<file path="src/rtl/scan_chain_loader_pkg.sv">
// ============================================================================
// Module   : scan_cfg_pkg
// Purpose  : Scan-chain field widths, packed configuration layout, loader FSM states.
// Revision : 1.0 - initial release
// ============================================================================
`default_nettype none

package scan_cfg_pkg;

  localparam int H_W  = 8;
  localparam int R_W  = 4;
  localparam int E_W  = 6;
  localparam int C_W  = 10;
  localparam int M_W  = 10;
  localparam int N_W  = 3;
  localparam int U_W  = 3;
  localparam int V_W  = 2;
  localparam int LN_W = 3;
  localparam int LE_W = 8;
  localparam int LP_W = 5;
  localparam int LQ_W = 3;
  localparam int LR_W = 2;
  localparam int LT_W = 3;
  localparam int X_W  = 1;

  localparam int CHAIN_LEN = H_W + R_W + E_W + C_W + M_W + N_W + U_W + V_W +
                             LN_W + LE_W + LP_W + LQ_W + LR_W + LT_W + X_W;
  localparam int CNT_W     = $clog2(CHAIN_LEN + 1);

  // H occupies the MSBs, X is bit 0 (first bit out on si)
  typedef struct packed {
    logic [H_W-1:0]  H;
    logic [R_W-1:0]  R;
    logic [E_W-1:0]  E;
    logic [C_W-1:0]  C;
    logic [M_W-1:0]  M;
    logic [N_W-1:0]  N;
    logic [U_W-1:0]  U;
    logic [V_W-1:0]  V;
    logic [LN_W-1:0] n;
    logic [LE_W-1:0] e;
    logic [LP_W-1:0] p;
    logic [LQ_W-1:0] q;
    logic [LR_W-1:0] r;
    logic [LT_W-1:0] t;
    logic [X_W-1:0]  X;
  } scan_cfg_t;

  typedef enum logic [1:0] {
    ST_IDLE  = 2'd0,
    ST_SHIFT = 2'd1,
    ST_DONE  = 2'd2
  } scan_ld_state_e;

endpackage

`default_nettype wire

</file>
<file path="src/rtl/scan_chain_loader_if.sv">
// ============================================================================
// Module   : scan_chain_loader_if
// Purpose  : Configuration-word valid/ready handshake between host and loader.
// Revision : 1.0 - initial release
// ============================================================================
`default_nettype none

interface scan_chain_loader_if;
  import scan_cfg_pkg::*;

  logic                 cfg_valid;
  logic                 cfg_ready;
  logic [CHAIN_LEN-1:0] cfg_word;

  modport master (output cfg_valid, output cfg_word, input cfg_ready);
  modport slave  (input cfg_valid, input cfg_word, output cfg_ready);

endinterface

`default_nettype wire

</file>
<file path="src/rtl/scan_chain_loader_piso.sv">
// ============================================================================
// Module   : scan_piso
// Purpose  : CHAIN_LEN-bit parallel-load, right-shift register; exposes the LSB
//            value it will hold after the current edge.
// Revision : 1.0 - initial release
// ============================================================================
`default_nettype none

module scan_piso
  import scan_cfg_pkg::*;
(
  input  wire logic                 clk,
  input  wire logic                 reset,
  input  wire logic                 load,
  input  wire logic                 shift,
  input  wire logic [CHAIN_LEN-1:0] d,
  output logic                      sout_next
);

  logic [CHAIN_LEN-1:0] shreg_q, shreg_d;

  always_comb begin
    shreg_d = shreg_q;
    if (load) begin
      shreg_d = d;
    end else if (shift) begin
      shreg_d = {1'b0, shreg_q[CHAIN_LEN-1:1]};
    end
  end

  // Lets the owner register si so it lines up with the shifted data
  assign sout_next = shreg_d[0];

  always_ff @(posedge clk or negedge reset) begin
    if (!reset) begin
      shreg_q <= '0;
    end else begin
      shreg_q <= shreg_d;
    end
  end

endmodule

`default_nettype wire

</file>
<file path="src/rtl/scan_chain_loader.sv">
// ============================================================================
// Module   : scan_chain_loader
// Purpose  : Shifts one configuration word LSB-first into the scan chain.
//            Optional readback of the previous chain contents: SCAN_READBACK_EN.
// Revision : 1.0 - initial release
// ============================================================================
`default_nettype none

module scan_chain_loader
  import scan_cfg_pkg::*;
(
  input  wire logic                 clk,
  input  wire logic                 reset,
  scan_chain_loader_if.slave        cfg,
  output logic                      se,
  output logic                      si,
  input  wire logic                 so,
  output logic                      busy,
  output logic                      done,
  output logic [CHAIN_LEN-1:0]      rb_word,
  output logic                      rb_valid
);

  scan_ld_state_e   state_q, state_d;
  logic [CNT_W-1:0] cnt_q, cnt_d;
  logic             se_q, se_d, si_q, si_d, busy_q, busy_d, done_q, done_d;
  logic             load, shift, last, sout_next;

  assign last = (cnt_q == CNT_W'(CHAIN_LEN - 1));

  scan_piso u_piso (
    .clk       (clk),
    .reset     (reset),
    .load      (load),
    .shift     (shift),
    .d         (cfg.cfg_word),
    .sout_next (sout_next)
  );

  always_comb begin
    state_d = state_q;
    cnt_d   = cnt_q;
    load    = 1'b0;
    shift   = 1'b0;
    case (state_q)
      ST_IDLE: begin
        if (cfg.cfg_valid) begin
          load    = 1'b1;
          cnt_d   = '0;
          state_d = ST_SHIFT;
        end
      end
      ST_SHIFT: begin
        shift = 1'b1;
        cnt_d = cnt_q + CNT_W'(1);
        if (last) state_d = ST_DONE;
      end
      ST_DONE:  state_d = ST_IDLE;
      default:  state_d = ST_IDLE;
    endcase
    // Outputs are registered from the next state so they align with it
    se_d   = (state_d == ST_SHIFT);
    si_d   = se_d & sout_next;
    busy_d = (state_d != ST_IDLE);
    done_d = (state_d == ST_DONE);
  end

  always_ff @(posedge clk or negedge reset) begin
    if (!reset) begin
      state_q <= ST_IDLE;
      cnt_q   <= '0;
      se_q    <= 1'b0;
      si_q    <= 1'b0;
      busy_q  <= 1'b0;
      done_q  <= 1'b0;
    end else begin
      state_q <= state_d;
      cnt_q   <= cnt_d;
      se_q    <= se_d;
      si_q    <= si_d;
      busy_q  <= busy_d;
      done_q  <= done_d;
    end
  end

  assign cfg.cfg_ready = (state_q == ST_IDLE);
  assign se            = se_q;
  assign si            = si_q;
  assign busy          = busy_q;
  assign done          = done_q;

`ifdef SCAN_READBACK_EN
  logic [CHAIN_LEN-1:0] rb_shift_q, rb_shift_d, rb_word_q, rb_word_d;
  logic                 rb_valid_q, rb_valid_d;

  // The chain tail leaves first, so it ends up at bit 0 after CHAIN_LEN samples
  always_comb begin
    rb_shift_d = rb_shift_q;
    rb_word_d  = rb_word_q;
    rb_valid_d = 1'b0;
    if (shift) begin
      rb_shift_d = {so, rb_shift_q[CHAIN_LEN-1:1]};
      if (last) begin
        rb_word_d  = rb_shift_d;
        rb_valid_d = 1'b1;
      end
    end
  end

  always_ff @(posedge clk or negedge reset) begin
    if (!reset) begin
      rb_shift_q <= '0;
      rb_word_q  <= '0;
      rb_valid_q <= 1'b0;
    end else begin
      rb_shift_q <= rb_shift_d;
      rb_word_q  <= rb_word_d;
      rb_valid_q <= rb_valid_d;
    end
  end

  assign rb_word  = rb_word_q;
  assign rb_valid = rb_valid_q;
`else
  logic unused_so;
  assign unused_so = so;
  assign rb_word   = '0;
  assign rb_valid  = 1'b0;
`endif

endmodule

`default_nettype wire

</file>
<file path="src/flat_wrapper.sv">
// flat-port wrapper written by rule: the top's interface ports become plain ports
module scan_chain_loader_flat import scan_cfg_pkg::*;
  (clk, reset, se, si, so, busy, done, rb_word, rb_valid, cfg_cfg_valid, cfg_cfg_word, cfg_cfg_ready);
  scan_chain_loader_if cfg_i ();
  input  wire logic clk;
  input  wire logic reset;
  output logic se;
  output logic si;
  input  wire logic so;
  output logic busy;
  output logic done;
  output logic [CHAIN_LEN-1:0] rb_word;
  output logic rb_valid;
  input wire logic [$bits(cfg_i.cfg_valid)-1:0] cfg_cfg_valid;
  input wire logic [$bits(cfg_i.cfg_word)-1:0] cfg_cfg_word;
  output wire logic [$bits(cfg_i.cfg_ready)-1:0] cfg_cfg_ready;
  assign cfg_i.cfg_valid = cfg_cfg_valid;
  assign cfg_i.cfg_word = cfg_cfg_word;
  assign cfg_cfg_ready = cfg_i.cfg_ready;
  scan_chain_loader u_core (.clk(clk), .reset(reset), .cfg(cfg_i), .se(se), .si(si), .so(so), .busy(busy), .done(done), .rb_word(rb_word), .rb_valid(rb_valid));
endmodule
</file>
<file path="config.mk">
export PLATFORM = sky130hd
export DESIGN_NAME = scan_chain_loader_flat
export DESIGN_NICKNAME = d
export VERILOG_FILES = /design/src/rtl/scan_chain_loader_pkg.sv /design/src/rtl/scan_chain_loader_if.sv /design/src/rtl/scan_chain_loader_piso.sv /design/src/rtl/scan_chain_loader.sv /design/src/flat_wrapper.sv
export SDC_FILE = /design/constraint.sdc
export NUM_CORES = 1
export LEC_CHECK = 0
export CAP_MARGIN = 40
export CORE_UTILIZATION = 45
export DETAILED_ROUTE_END_ITERATION = 10
export HOLD_SLACK_MARGIN = 0.06
export PLACE_DENSITY = 0.8
export SYNTH_ARGS = -nofsm -noshare
export SYNTH_HDL_FRONTEND = slang
export SYNTH_SLANG_ARGS = --single-unit
</file>
<file path="constraint.sdc">
create_clock -name clk -period 2.2 [get_ports clk]
set_input_delay 0.22 -clock clk [delete_from_list [all_inputs] [get_ports clk]]
set_output_delay 0.22 -clock clk [all_outputs]
set_load 0.005 [all_outputs]
</file>
# Yosys cells after proc, flatten, opt, wreduce, memory -nomap -nowiden
# Cells that the tools add are included.
[word_totals]
register_bits = 84
[classes]
muxes = 10
n_eq_ne = 5
reduce_logical = 5
add_sub_neg = 1
bitwise = 1
[op_table]
columns = ["cell", "count"]
rows = [
  ["2-to-1 mux 71 bit", 2],
  ["case mux 7 bit (2 select lines)", 1],
  ["adder 7 x 1 -> 7 bit, second input constant", 1],
  ["== test 7 bit, second input constant", 1],
  ["2-to-1 mux 7 bit", 1],
  ["nonzero test 2 bit", 3],
  ["== test 2 x 1 -> 1 bit, second input constant", 2],
  ["2-to-1 mux 2 bit", 2],
  ["case mux 2 bit (2 select lines)", 1],
  ["2-to-1 mux 1 bit", 3],
  ["== test 2 bit, second input constant", 1],
  ["logical NOT 2 bit", 1],
  ["!= test 2 bit, second input constant", 1],
  ["AND reduction 2 bit", 1],
  ["AND 1 bit", 1],
]

# Logic depth before layout (Yosys ltp)
[depth]
word_depth = 5
depth_mapped = 5
mapped_depth_nobuf = 4

# By module
# From an unflattened synthesis, not the netlist that was laid out.
[unflattened]
cells_unflattened = 432
hier_area_um2 = 4523.1
[modules_own_cells]
columns = ["module", "area_per_inst_um2", "n_inst", "cells_each"]
rows = [
  ["scan_piso", 3357.0, 1, 307],
  ["scan_chain_loader", 1166.1, 1, 125],
]

# Least setup slack after synthesis
# Ideal clock, no wire load.
[synth_timing]
path_type = "reg2reg"
from = "reg u_core.cnt_q[5]"
to = "reg u_core.si_q (netlist: u_core.si)"
required_ns = 2.078
path_stages_with_launch = 4
setup_ns = 0.122
t_arrival_ns = 1.108
slack_ns = 0.970
path_cell_list = "dfrtp_1 > nor4b_1 > nand3_1 > a32o_1"
[synth_via]
elab_chain_len = 5
[synth_lines]
columns = ["item", "line_no", "rtl"]
rows = [
  ["start: declaration", "scan_chain_loader.sv:25", "logic [CNT_W-1:0] cnt_q, cnt_d;"],
  ["start signal: assignment", "scan_chain_loader.sv:78", "cnt_q <= cnt_d;"],
  ["== test 7 bit", "scan_chain_loader.sv:29", "assign last = (cnt_q == CNT_W'(CHAIN_LEN - 1));"],
  ["2-to-1 mux 2 bit", "scan_chain_loader.sv:56", "if (last) state_d = ST_DONE;"],
  ["case mux 2 bit (2 select lines)", "scan_chain_loader.sv:45", "case (state_q)"],
  ["== test 2 x 1 -> 1 bit", "scan_chain_loader.sv:62", "se_d = (state_d == ST_SHIFT);"],
  ["AND 1 bit", "scan_chain_loader.sv:63", "si_d = se_d & sout_next;"],
  ["named net u_core.si_d", "scan_chain_loader.sv:26", "logic se_q, se_d, si_q, si_d, busy_q, busy_d, done_q, done_d;"],
  ["end signal: assignment", "scan_chain_loader.sv:80", "si_q <= si_d;"],
  ["end: declaration", "scan_chain_loader.sv:26", ""],
]
# The timed path passes the listed nets, and every way through them passes these cells.
# A chain may end at the register's enable or synchronous reset.

# Worst setup path after layout
[layout_timing]
from = "reg u_core.state_q[1]"
to = "out cfg_cfg_ready"
[layout_via]
elab_chain_len = 1
[layout_lines]
columns = ["item", "line_no", "rtl"]
rows = [
  ["start: declaration", "scan_chain_loader.sv:24", "scan_ld_state_e state_q, state_d;"],
  ["start signal: assignment", "scan_chain_loader.sv:77", "state_q <= state_d;"],
  ["logical NOT 2 bit", "scan_chain_loader.sv:86", "assign cfg.cfg_ready = (state_q == ST_IDLE);"],
  ["end: declaration", "flat_wrapper.sv:16", "output wire logic [$bits(cfg_i.cfg_ready)-1:0] cfg_cfg_ready;"],
]
# Every way passes these cells.

==> metrics <==
Worst EP arrival=1.49 ns; row count=34; full die area=about 9400 sq um; fin nets=576; Pins Over Slew Limit=0; Finish-stage setup viols=0; DRC=0; Synth Area in XOR/XNOR=0.2151%; Routed WL=about 8 mm; post-route setup slack=0.4888 ns; post-synthesis mux area share=less than 1%; R2R depth=4; top achievable clock speed=0.5844 GHz; EDFF count, synth=0; vias per cell=~5; final period utilization=77.78%; Worst Setup Start Kind=flop; global placer's final weighted congestion=0.7508; fill count=782; Ys Warns=0; maxcap violations=0; setup_tns=0 ns; worst min-delay path category=input port to asynchronous set/reset pin; Max Root-Sink Buffers=2; TritonCTS Buffers=9; Post-CTS Hold Buffers=1; clk root buf=clkbuf_8; Post-Syn Instances=428; share of cells above drive strength 1=between 4 and 5%; Die Ht=97.12 um; Synth Area in Compound Gates=13.77%; Worst Setup Slack post-DPL=0.5621 ns; Fin. Hold Viols=0; H-tree depth=3; post-synthesis area per instance=9.513 sq um; CP endpoint kind=primary output; synthesized flop and latch total=83; simple-gate share of the synthesized area=~16%; Crit path required time=between 1.5 and 2 ns; Design Power=0.005414 W; Worst-path clk slew=0.09 ns; DR iter-0 viols=just under 200; gr usage total=17.53%; largest net degree at the start of global routing=a little under 60; sequential area share after synthesis=51.01%; drt pass-1 iters=4; clock sinks=83; DR WL/cell=13.18 um; Core ar.=8721 sq um; clock insertion delay at the later pin of the skew report=0.35 ns; r2r endpoint=u_core.u_piso.shreg_q[51]; pwr dens=1109 nW/um^2; RSZ-0062 raised after global routing=false; Tightest Pin Transition=0.5110 ns; Tmin final=1.711 ns; Die W=between 90 and 100 um; ys flop type=dfrtp_1; dpl hpwl=5.397 mm; initial antenna violation count=0; initial core utilization=46.69%; routed vias=2991; peak supply drop=0.6295 mV; Port Buffers=78; synthesized-area fraction occupied by adder cells=0.6146%; largest family of logic cells by synthesized area=buffers and inverters; Setup Buffers After CTS=0; crit path kind=flop to primary output; Post-synth ARST share=between 90% and 100%; Final ANT Viol Nets=0; status=completed; grt ovf=0; Synth cell types=25; ant diodes=0; Worst R2R Start=u_core.state_q[0]; Cell Area, Synth=just over 4000 sq um; Layout Area Growth over Synthesis=19.94%; first-pass GRT wire length=approximately 13 mm; num ports=152; CP Max Fanout=8; CTS resizes=0; CTS tree=built; Clock Skew=about 0.012 ns; relative slew slack=65.86%; worst reg-to-reg setup slack=0.60 ns; vias in the first global route=2923; Leakage=~2.4 nW
## worst max-delay path, stage by stage, from the launching register on
cell             delay, ns
dfrtp_1               0.48
nor2_1                0.15
clkdlybuf4s50_1       0.53
## sequential cells by signal, summed over array words and instances, names as in the netlist
signal,cells
u_core.busy,1
u_core.cnt_q,7
u_core.done,1
u_core.se,1
u_core.si,1
u_core.state_q,2
u_core.u_piso.shreg_q,70
## layout by cell type, fill, tap and decap left out
master and n:
nand2_1 146, o21ai_0 2, dfrtp_1 83, ha_1 2, nand2b_1 1, clkinv_4 1
nand3b_1 1, o21bai_4 1, bufinv_16 1, nor3b_2 1, clkinv_2 1, clkbuf_1 1
nand3_1 3, and4b_1 1, or3b_1 1, xor2_1 1, conb_1 72, clkdlybuf4s50_1 77
nor4b_1 1, a21o_1 2, buf_12 4, nand4_1 3, mux2i_1 4, clkbuf_8 10
dlygate4sd3_1 1, a32o_1 1, inv_1 2, clkinvlp_4 1, buf_4 4, nor2_1 4
nor2b_4 1, a22oi_1 69
## worst max path at each step
stage                           start                         to  cells past startpoint
floorplan             u_core.cnt_q[5]                  u_core.si                      3
global placement        cfg_cfg_valid  u_core.u_piso.shreg_q[44]                      5
detailed placement      cfg_cfg_valid  u_core.u_piso.shreg_q[20]                      5
CTS                 u_core.state_q[1]              cfg_cfg_ready                      2
global route        u_core.state_q[1]              cfg_cfg_ready                      2
finish              u_core.state_q[1]              cfg_cfg_ready                      2
## per-layer routing
layer / up-vias / routed length (um) / GRT usage (%)
met3: 14 / 385 / 4.317
li1: 1426 / - / -
met1: 1458 / 3444 / 21.46
met4: 0 / 162 / 8.381
met5: - / 0 / 0
met2: 93 / 4058 / 29.04
## per-stage QoR
stage	cell area, sq um	cells	hold WS [ns]	utilization (%)
detailed placement	4681	595	0.2051	53.67
finish	4883	611	0.3548	56.00
global route	4883	611	0.3817	56.00
global placement	4681	595	0.1984	53.67
floorplan	4338	499	-0.07559	-
CTS	4883	611	0.3530	56.00
## power breakdown
part / leakage (nW) / internal (W) / switching, W
clock: 0.0954 / 0.000550 / 0.000527
sequential: 1.06 / 0.00216 / 0.000385
combinational: 1.27 / 0.000846 / 0.000949
## cell type report
type | instances | area [sq um] | area share (%)
sequential | 83 | 2077 | 42.53
inverter | 2 | 7.507 | 0.1537
multi-input combinational | 317 | 1580 | 32.36
clock buffer | 11 | 141.4 | 2.895
clock inverter | 4 | 51.30 | 1.050
timing repair buffer | 86 | 890.9 | 18.24
tap | 108 | 135.1 | 2.767
## logic make-up after synthesis
logic type / Yosys count
AO/OA/AOI/OAI: 75
XOR/XNOR: 1
adder cells (fa/ha/maj): 2
buffers and inverters: 99
flip-flops: 83
multiplexers: 4
other: 1
AND/OR/NAND/NOR: 163
## cells in the mapped netlist (2+ instances only)
master,count,share of area [%]
buf_2,11,1.4
o21ai_0,2,0.25
inv_1,2,0.18
ha_1,2,0.61
nand4_1,3,0.46
buf_4,85,16
nand2_1,146,13
nor2_1,4,0.37
nand3_1,3,0.37
a22oi_1,69,13
a21o_1,2,0.37
mux2i_1,4,0.98
dfrtp_1,83,51
(Power assumes the default switching activity.)
==> edit (same settings) <==
The 3 states of `scan_ld_state_e` get a one-hot encoding in 3 bits.
--- a/src/rtl/scan_chain_loader_pkg.sv
+++ b/src/rtl/scan_chain_loader_pkg.sv
@@ -46,10 +46,10 @@
     logic [X_W-1:0]  X;
   } scan_cfg_t;
 
-  typedef enum logic [1:0] {
-    ST_IDLE  = 2'd0,
-    ST_SHIFT = 2'd1,
-    ST_DONE  = 2'd2
+  typedef enum logic [2:0] {
+    ST_IDLE  = 3'b001,
+    ST_SHIFT = 3'b010,
+    ST_DONE  = 3'b100
   } scan_ld_state_e;
 
 endpackage
Function: no difference found for any inputs over 10 cycles, from zero or initial values and one cycle with reset low; not proved beyond that.
==> edit against the unedited design <==
- the flow now finishes with violations (design-rule violations)
- worst setup slack lost 0.21 ns
- sequential cell count grew 1
- clock skew shrank 0.0075 ns
- power grew 7.3%
- final area grew 2.3%
- global-route usage shrank 0.15 points
- sequential share of layout area shrank 0.42 points
- routed wire length grew 0.98%
- first-iteration DRC count shrank 3.5%
- area after synthesis grew 2.4%
- critical path depth is the same
==> edit: results (changes against the unedited design) <==
Logic synthesis
  – Sequential area share after synthesis: 50.5% (-0.55 points)
  – Synth top area cells: dfrtp_1, buf_4, a22oi_1
  – Commonest cells in the netlist: dfrtp_1, buf_4, inv_1, o21ai_1, a22oi_1

Place
  – GPL Wtd Cong: 0.759 (+1.1%)
  – Cells after DPL: 591 (-0.67%)
  – Dpl ws: 0.287 ns (-0.275 ns)
  – Post-DP HPWL: 5.30 mm (-1.9%)

Global routing
  – Met2 Resource Use GR: 29.5% (+0.49 points)
  – GRT met1 Usage: 21.7% (+0.26 points)
  – Largest net degree at the start of global routing: 77 (+33%)

Critical path
  – Reg-to-Reg End: u_core.u_piso.shreg_q[10]
  – Worst-path maximum fanout: 5 (-3)
  – Largest stage delay, worst path: 0.60 ns (+0.07 ns)
  – CP max stage cell: dfstp_2

Routing
  – DR WL/cell: 13.4 µm (+1.5%)
  – DRC Markers: 5 (+5)
  – Met2 WL: 3.95 mm (-2.6%)

Status
  – Failing checks: design-rule violations
  – Outcome: finished with violations

Finish
  – Top flop regs: u_core.u_piso.shreg_q: 70 flops, u_core.cnt_q: 7 flops, u_core.state_q: 3 flops
  – Finished Layout Cells: 608 (-0.49%)

Timing
  – Hold_ws: 0.391 ns (+0.0362 ns)
  – Skew final: 0.00464 ns (-0.00753 ns)

Pwr
  – Psw: 2140 µW (+15%)
  – Worst VDD drop: 540 µV (-14%)
[edit: changes by cell type after synthesis, moves of 2 or more]
cell      delta
a22o_1       +2
buf_4       -11
clkbuf_1     +9
nand2_1    -145
buf_1        +3
o21ai_0      -2
nor2_1       -2
mux2i_1      -2
nor3b_1      +2
o21ai_1     +70
nor4bb_1     +2
inv_1       +68
[edit: layout make-up]
class                      instances  area [µm²]
inverter                          71         267
timing repair buffer              84         863
multi-input combinational        245        1430
sequential                        84        2100
fill                             776        3850
clock inverter                     7        76.3
clock buffer                       9         124
tap                              108         135
[edit: worst max path at each step]
| stage | startpoint | end | slack, ns | cells after the start |
|---|---|---|---|---|
| after detailed placement | cfg_cfg_valid | u_core.u_piso.shreg_q[54] | 0.29 | 5 |
| after CTS | u_core.state_q[0] | cfg_cfg_ready | 0.25 | 2 |
| after global routing | u_core.state_q[0] | cfg_cfg_ready | 0.22 | 2 |
| after global placement | cfg_cfg_valid | u_core.u_piso.shreg_q[17] | 0.35 | 5 |
| final | u_core.state_q[0] | cfg_cfg_ready | 0.28 | 2 |
| after floorplan | u_core.state_q[0] | u_core.cnt_q[3] | 0.60 | 6 |
[edit: cells by family after synthesis]
logic type      after synthesis  share of synthesized area, %
simple gates                 21                          3.42
mux                           2                         0.480
buf+inv                     169                          22.2
compound gates              147                          22.5
fa+ha+maj                     2                         0.600
flops                        84                          50.5
other cells                   1                        0.0900
xor+xnor                      1                         0.210
[edit: critical path, delay by kind of cell, from the launching register on]
| kind | cells | cell delay [ns] |
|---|---|---|
| buffers and inverters | 1 | 0.55 |
| flip-flops | 1 | 0.60 |
| AND/OR/NAND/NOR | 1 | 0.21 |
[edit: timing repair]
action / in CTS / in global routing
setup buffers: 0 / 0
hold buffers: 1 / 0
endpoints found under the hold margin: 35 / 0
